$ cat config.mk
export PLATFORM = sky130hd
export DESIGN_NAME = alu_seq_ctrl
export DESIGN_NICKNAME = d
export VERILOG_FILES = /design/src/rtl/alu_seq_ctrl.sv
export SDC_FILE = /design/constraint.sdc
export NUM_CORES = 1
export LEC_CHECK = 0
export CORE_UTILIZATION = 43
export CTS_CLUSTER_SIZE = 25
export DETAILED_ROUTE_END_ITERATION = 6
export PLACE_DENSITY_LB_ADDON = 0.3
export SLEW_MARGIN = 20
export SYNTH_ARGS = -nofsm -noshare
export SYNTH_HDL_FRONTEND = slang
export SYNTH_SLANG_ARGS = --single-unit
$ cat constraint.sdc
create_clock -name Clk -period 3.2 [get_ports Clk]
set_input_delay 0.64 -clock Clk [delete_from_list [all_inputs] [get_ports Clk]]
set_output_delay 0.64 -clock Clk [all_outputs]
set_load 0.005 [all_outputs]
$ cat src/rtl/alu_seq_ctrl.sv
`timescale 1ns/1ps
`default_nettype none
// ============================================================================
//  Module      : alu_seq_ctrl
//  Description : Instruction sequencer for the register-file/ALU datapath.
//                Accepts 16-bit instruction words on a valid/ready handshake,
//                decodes them into datapath controls, issues a single register
//                write per legal instruction, captures the ALU flags and the
//                written value, and pulses done (with err for illegal words).
//  Revision    : 1.0 - initial release
// ============================================================================
module alu_seq_ctrl #(
    parameter int NUM_OPS = 10,
    parameter int IMM_W   = 7
) (
    input  logic        Clk,
    input  logic        Rst,
    input  logic        instr_valid,
    input  logic [15:0] instr,
    output logic        instr_ready,
    output logic [3:0]  rf_rdest,
    output logic [3:0]  rf_rsrc,
    output logic [4:0]  rf_opcode,
    output logic [15:0] rf_imm,
    output logic        rf_imm_s,
    output logic        rf_en,
    input  logic [4:0]  alu_flags,
    input  logic [15:0] rdest_out,
    output logic        done,
    output logic        err,
    output logic [15:0] result,
    output logic [4:0]  flags_q
);

    // Compare only updates flags; it never writes its destination register.
    localparam logic [3:0] c_OP_CMP = 4'd2;

    typedef enum logic [1:0] {
        S_IDLE   = 2'd0,
        S_DECODE = 2'd1,
        S_EXEC   = 2'd2,
        S_DONE   = 2'd3
    } state_t;

    state_t      r_state;
    state_t      w_next;
    logic [15:0] r_instr;
    logic        r_err;
    logic [15:0] r_result;
    logic [4:0]  r_flags;

    // Field decode of the latched word; the live instr input never reaches rf_*.
    logic             w_imm_f;
    logic [3:0]       w_op;
    logic [3:0]       w_rdest;
    logic [3:0]       w_rsrc;
    logic [IMM_W-1:0] w_imm_raw;
    logic [15:0]      w_imm_sx;
    logic             w_bad;

    assign w_imm_f   = r_instr[15];
    assign w_op      = r_instr[14:11];
    assign w_rdest   = r_instr[10:7];
    assign w_rsrc    = r_instr[6:3];
    assign w_imm_raw = r_instr[IMM_W-1:0];
    assign w_imm_sx  = {{(16-IMM_W){w_imm_raw[IMM_W-1]}}, w_imm_raw};
    // Illegal: opcode out of range, or register form with nonzero reserved bits.
    assign w_bad     = ({28'd0, w_op} >= 32'(NUM_OPS)) ||
                       (!w_imm_f && (r_instr[2:0] != 3'd0));

    assign result  = r_result;
    assign flags_q = r_flags;

    // State register, instruction latch and completion captures.
    always_ff @(posedge Clk or negedge Rst) begin
        if (!Rst) begin
            r_state  <= S_IDLE;
            r_instr  <= 16'd0;
            r_err    <= 1'b0;
            r_result <= 16'd0;
            r_flags  <= 5'd0;
        end else begin
            r_state <= w_next;
            if (r_state == S_IDLE && instr_valid) begin
                r_instr <= instr;
            end
            if (r_state == S_DECODE) begin
                r_err <= w_bad;
            end
            if (r_state == S_EXEC) begin
                r_flags <= alu_flags;
            end
            // rdest_out already reflects the write performed at the end of EXEC.
            if (r_state == S_DONE && !r_err) begin
                r_result <= rdest_out;
            end
        end
    end

    // Next-state logic and state-decoded datapath controls.
    always_comb begin
        w_next      = r_state;
        instr_ready = 1'b0;
        rf_rdest    = 4'd0;
        rf_rsrc     = 4'd0;
        rf_opcode   = 5'd0;
        rf_imm      = 16'd0;
        rf_imm_s    = 1'b0;
        rf_en       = 1'b0;
        done        = 1'b0;
        err         = 1'b0;

        if (r_state != S_IDLE) begin
            rf_rdest  = w_rdest;
            rf_rsrc   = w_imm_f ? 4'd0 : w_rsrc;
            rf_opcode = {1'b0, w_op};
            rf_imm    = w_imm_f ? w_imm_sx : 16'd0;
            rf_imm_s  = w_imm_f;
        end

        case (r_state)
            S_IDLE: begin
                instr_ready = 1'b1;
                if (instr_valid) begin
                    w_next = S_DECODE;
                end
            end
            S_DECODE: begin
                w_next = w_bad ? S_DONE : S_EXEC;
            end
            S_EXEC: begin
                rf_en  = (w_op != c_OP_CMP);
                w_next = S_DONE;
            end
            S_DONE: begin
                done   = 1'b1;
                err    = r_err;
                w_next = S_IDLE;
            end
            default: begin
                w_next = S_IDLE;
            end
        endcase
    end

endmodule
`default_nettype wire
==> impl_metrics.tcl, run 1 <==
set metrics [dict create \
    status "finished clean" \
    synth_top_cell_by_area "dfrtp_1" \
    final.setup_skew_ns 0.00426 \
    coreArea_sq_mm 0.00412 \
    clk_latency_ns 0.28 \
    place_ws_ns 0.565 \
    first_pass_iters 4 \
    synthTopCellsByArea "dfrtp_1 (53%), mux2_4 (16%), mux2_2 (10%)" \
    hold_class "input port to asynchronous set/reset pin" \
    required_ns 2.56 \
    grt_max_degree 41 \
    p_switching_w 0.000821 \
    clk_path_buf_depth 2 \
    grt_pass1_wl_mm 6.38 \
    rsz0062_at_grt "false" \
    setup_violations 0 \
    nets 267 \
    clkTransAtPathRegs_ns 0.07 \
    cts.sinks 40 \
    place_hpwl_mm 3.11 \
    antenna_found_initial 0 \
    worstReg2RegStart "r_state[0]" \
    numPortBuffers 93 \
    netlist_area_sq_mm 0.00190 \
    power.internal_w 0.00200 \
    synth_nets 181 \
    critPathKind "flop to primary output" \
    p_per_area_mw_per_mm2 981 \
    synth_edf_count 0 \
    cts.repair.resized 0 \
    fin_cells 274 \
    cts-root-buf "clkbuf_8" \
    cts_tree "built" \
    max-slew-margin-rel_pct 33.9 \
    synth_top_area_share_pct 52.7 \
    ys_ff_latch 40 \
    areaGrowthSynthToFinish_pct 51.2 \
    ys_async_sr_fraction_pct 100 \
    synth_top_family_by_area "multiplexers" \
    pwr-share-clk_pct 12.0 \
    worstMarginPinSlew_ns 0.987 \
    ys_seq_area_share_pct 52.7 \
    cp.arrival_ns 2.27 \
    start_kind "flop" \
    route.detailed.wl_per_inst_microns 15.2 \
    layout_min_cycle_time_ns 2.91 \
    leakagePower_nw 1.24 \
    synth_compound_area_share_pct 2.90 \
    report.final.slew_viol_count 0 \
    final_cell_area_sq_mm 0.00287 \
    placedCellCount 266 \
    drive_above_1_share_pct 21.0 \
    syn_avg_cell_area_sq_um 13.9 \
    die_h_microns 68.5 \
    setup_ws_ns 0.294 \
    synthTopCellsByCount "dfrtp_1 (40), mux2_4 (20), mux2_2 (17)" \
    rows 23 \
    met3_usage_pct 6.83 \
    htreeDepth 2 \
    nFillCells 270 \
    vias 1310 \
    end_kind "primary output" \
    fp.dieArea_sq_mm 0.00469 \
    n_antenna_cell 0 \
    r2r_cells 3 \
    postCtsSetupRepairBufs 0 \
    vias_per_cell 4.78 \
    use_met2_pct 34.9 \
    cp_num_buf_inv 2 \
    power_frac_seq_pct 33.1 \
    drt_iter0_drc 39 \
    reg2reg_to "result[3]" \
    drc_errors 0 \
    fmax_mhz 344 \
    post_dp_cell_area_sq_mm 0.00278 \
    grt_pass1_vias 1434 \
    yosys_warnings 0 \
    grt_busiest_layer "met2" \
    netSwitchingFraction_pct 29.1 \
    hold_violations 0 \
    ys.flop_type "dfrtp_1" \
    globalplace.congestion 0.730 \
    slowest_stage "clkdlybuf4s50_1" \
    cpPeakStageDelay_ns 0.57 \
    wirelength_mm 4.17 \
    cts_buffers 5 \
    die_w_microns 68.5 \
    initial_core_util_pct 46.2 \
    power.total_w 0.00282 \
    drv_cap 0 \
    ant_nets 0 \
    crit_fanout 10 \
    use_met1_pct 19.7 \
    post-route-period-util_pct 90.8 \
    synthCells 137 \
    synth_fa_ha_area_share_pct 2.64 \
    synth-xor-area-share_pct 0 \
    ios 95 \
    muxShareOfSynthArea_pct 25.9 \
    yosys.area_share.simple_pct 8.76 \
    crit_cells 5 \
    tns_ns 0 \
    synthDistinctLibCells 22 \
    multi_input_area_sq_um 769 \
    regArea_sq_mm 0.00100 \
    cp_cell_sequence "inv_1 -> ha_1 -> nor2b_1 -> and2_1 -> clkdlybuf4s50_1" \
    overflow 0 \
    reg2reg_slack_ns 1.21 \
    vdd_ir_drop_max_v 0.000518 \
    groute.usage.overall_pct 19.0 \
    path_delay_family "simple AND/OR/NAND/NOR gates" \
    p_comb_share_pct 54.9 \
    synth_most_common_cell "dfrtp_1" \
    postCtsHoldBufs 0 \
]
cells in the final DEF (no fill, tap or decap):
cell and instances:
nor3_1 1, dfrtp_1 40, a21oi_1 1, o221ai_1 1, nor2b_1 8, clkbuf_8 6, nor2_1 3, o21a_1 1
ha_1 4, o31ai_1 1, buf_4 1, nor2b_2 1, clkdlybuf4s50_1 92, o41a_1 1, nand2_4 1, clkbuf_1 2
buf_2 1, o21ai_0 3, mux2_2 17, inv_1 4, and2_1 12, nand2_1 2, conb_1 1, mux2_4 20
final cells by class:
class / count / share of cell area [%]
inverter: 4 / 0.523
tap: 50 / 2.18
sequential: 40 / 34.9
multi-input combinational: 78 / 26.8
timing repair buffer: 94 / 32.5
clock buffer: 8 / 3.14
per-stage QoR:
step           util [%]  hold WS, ns
5_1_grt            69.8        0.531
2_1_floorplan         -        0.344
3_3_place_gp       67.6        0.486
3_5_place_dp       67.6        0.494
4_1_cts            69.8        0.494
6_report           69.8        0.468
cell families (layout without fill, tap and decap cells):
logic type / Yosys count / in the layout
and+or+nand+nor: 28 / 28
buffers and inverters: 19 / 106
other: 1 / 1
adders and majority gates: 4 / 4
AOI/OAI and AO/OA: 8 / 8
muxes: 37 / 37
DFF: 40 / 40
power groups by stage:
stage / clock [W] / sequential, W / combinational (W)
2_1_floorplan: 0 / 0.000913 / 0.000782
3_3_place_gp: 0 / 0.000921 / 0.00151
3_5_place_dp: 0 / 0.000941 / 0.00155
4_1_cts: 0.000348 / 0.000934 / 0.00157
5_1_grt: 0.000366 / 0.000968 / 0.00168
6_report: 0.000338 / 0.000934 / 0.00155
worst max-delay path by stage:
stage	slack (ns)	startpoint	end
after floorplan	1.02	r_state[0]	rf_imm[10]
after global placement	0.71	r_state[0]	rf_imm[10]
after detailed placement	0.57	r_state[0]	rf_imm[8]
after CTS	0.25	r_state[0]	rf_imm[8]
after global routing	0.08	r_state[0]	rf_imm[8]
final	0.29	r_state[0]	rf_imm[8]
registers in the layout, indices dropped and copies added (netlist names):
register  flops
flags_q       5
result       16
r_err         1
r_instr      16
r_state       2
layer usage:
| metal | vias up | routed length, microns | share of wire (%) |
|---|---|---|---|
| li1 | 620 | - | - |
| met1 | 617 | 1650 | 40 |
| met2 | 69 | 2130 | 51 |
| met3 | 4 | 360 | 8.6 |
| met4 | 0 | 31 | 0.74 |
| met5 | - | 0 | 0 |
Power figures use the tool's default switching activity.
==> inputs of run 2 (changes only) <==
==> constraint.sdc (replaced) <==
create_clock -name Clk -period 3.2 [get_ports Clk]
set_input_delay 0.48 -clock Clk [delete_from_list [all_inputs] [get_ports Clk]]
set_output_delay 0.48 -clock Clk [all_outputs]
set_load 0.005 [all_outputs]
==> run 2 against run 1 <==
Net effect:
- total power hardly changed
- wire length shrank 1.8%
- setup slack improved by 0.17 ns
- combinational power is essentially flat
- register-to-register slack barely moved
- critical path type unchanged
==> impl_metrics.tcl, run 2 (synthesis results as in run 1) <==
set metrics [dict create \
    status "finished clean" \
    rows 23 \
    vias 1314 \
    worstReg2RegStart "r_state[0]" \
    cp.arrival_ns 2.25 \
    cp_num_buf_inv 2 \
    areaGrowthSynthToFinish_pct 51.2 \
    tns_ns 0 \
    end_kind "primary output" \
    drv_cap 0 \
    htreeDepth 2 \
    fmax_mhz 366 \
    cpPeakStageDelay_ns 0.57 \
    setup_ws_ns 0.465 \
    grt_max_degree 41 \
    pwr-share-clk_pct 11.9 \
    netSwitchingFraction_pct 29.1 \
    fp.dieArea_sq_mm 0.00469 \
    crit_path_end "rf_imm[7]" \
    antenna_found_initial 0 \
    start_kind "flop" \
    multi_input_area_sq_um 769 \
    vdd_ir_drop_max_v 0.000491 \
    slowest_stage "clkdlybuf4s50_1" \
    leakagePower_nw 1.24 \
    worstMarginPinSlew_ns 1.00 \
    postCtsHoldBufs 0 \
    nets 267 \
    ant_nets 0 \
    clk_path_buf_depth 2 \
    grt_pass1_wl_mm 6.14 \
    crit_cells 5 \
    first_pass_iters 4 \
    vias_per_cell 4.80 \
    power.total_w 0.00282 \
    initial_core_util_pct 46.2 \
    post-route-period-util_pct 85.5 \
    overflow 0 \
    die_h_microns 68.5 \
    grt_pass1_vias 1327 \
    wirelength_mm 4.10 \
    critPathKind "flop to primary output" \
    cp_cell_sequence "inv_1 -> ha_1 -> nor2b_1 -> and2_1 -> clkdlybuf4s50_1" \
    coreArea_sq_mm 0.00412 \
    p_switching_w 0.000818 \
    reg2reg_slack_ns 1.21 \
    die_w_microns 68.5 \
    crit_path_start "r_state[0]" \
    max-slew-margin-rel_pct 33.0 \
    clk_latency_ns 0.28 \
    drt_iter0_drc 35 \
    hold_violations 0 \
    regArea_sq_mm 0.00100 \
    numPortBuffers 93 \
    required_ns 2.72 \
    hold_class "input port to asynchronous set/reset pin" \
    route.detailed.wl_per_inst_microns 14.9 \
    clkTransAtPathRegs_ns 0.07 \
    mostFrequentLayoutCell "clkdlybuf4s50_1" \
    place_ws_ns 0.752 \
    drive_above_1_share_pct 21.0 \
    final.setup_skew_ns 0.00417 \
    cts_buffers 5 \
    final_cell_mix "clkdlybuf4s50_1 (92), dfrtp_1 (40), mux2_4 (20), mux2_2 (17), and2_1 (12)" \
    path_delay_family "buffers and inverters" \
    cts.sinks 40 \
    globalplace.congestion 0.717 \
    ios 95 \
    p_comb_share_pct 54.9 \
    p_per_area_mw_per_mm2 981 \
    rsz0062_at_grt "false" \
    nFillCells 298 \
    postCtsSetupRepairBufs 0 \
    reg2reg_to "result[0]" \
    cts.repair.resized 0 \
    report.final.slew_viol_count 0 \
    crit_fanout 10 \
    r2r_cells 3 \
    drc_errors 0 \
    power.internal_w 0.00200 \
    place_hpwl_mm 3.07 \
    n_antenna_cell 0 \
    layout_min_cycle_time_ns 2.73 \
    setup_violations 0 \
    cts-root-buf "clkbuf_8" \
    power_frac_seq_pct 33.2 \
    cts_tree "built" \
    groute.usage.overall_pct 18.7 \
]
## run 2: cell type report
| class | instances | share of cell area [%] |
|---|---|---|
| Clock buffer | 8 | 3.14 |
| Inverter | 4 | 0.523 |
| Tap cell | 50 | 2.18 |
| Sequential cell | 40 | 34.9 |
| Timing Repair Buffer | 94 | 32.5 |
| Multi-Input combinational cell | 78 | 26.8 |
## run 2: per-layer routing
layer | part of all wire, % | GRT usage, %
met5 | 0 | 0
met4 | 1.7 | 8.33
met3 | 8.0 | 5.67
met2 | 50 | 32.1
met1 | 40 | 21.3
## run 2: worst min-delay path by stage
stage,endpoint,slack (ns),from
2_1_floorplan,flags_q[0],0.18,Rst
3_5_place_dp,r_instr[9],0.49,r_instr[9]
4_1_cts,r_instr[11],0.33,Rst
3_3_place_gp,r_instr[7],0.49,r_instr[7]
6_report,r_instr[11],0.31,Rst
5_1_grt,r_instr[11],0.37,Rst
## run 2: power by group through the flow
| stage | Sequential [W] | Clock [W] | Combinational [W] |
|---|---|---|---|
| after floorplan | 0.000913 | 0 | 0.000782 |
| after global placement | 0.000922 | 0 | 0.00151 |
| after detailed placement | 0.000943 | 0 | 0.00155 |
| after CTS | 0.000937 | 0.000347 | 0.00157 |
| after global routing | 0.000971 | 0.000369 | 0.00168 |
| final | 0.000935 | 0.000336 | 0.00155 |
## run 2: stage by stage
step                area, sq um  utilization [%]  hold WS, ns  instances
floorplan                  1900                -        0.184        137
global placement           2780             67.6        0.486        266
detailed placement         2780             67.6        0.494        266
CTS                        2870             69.8        0.335        274
global route               2870             69.8        0.374        274
finish                     2870             69.8        0.308        274
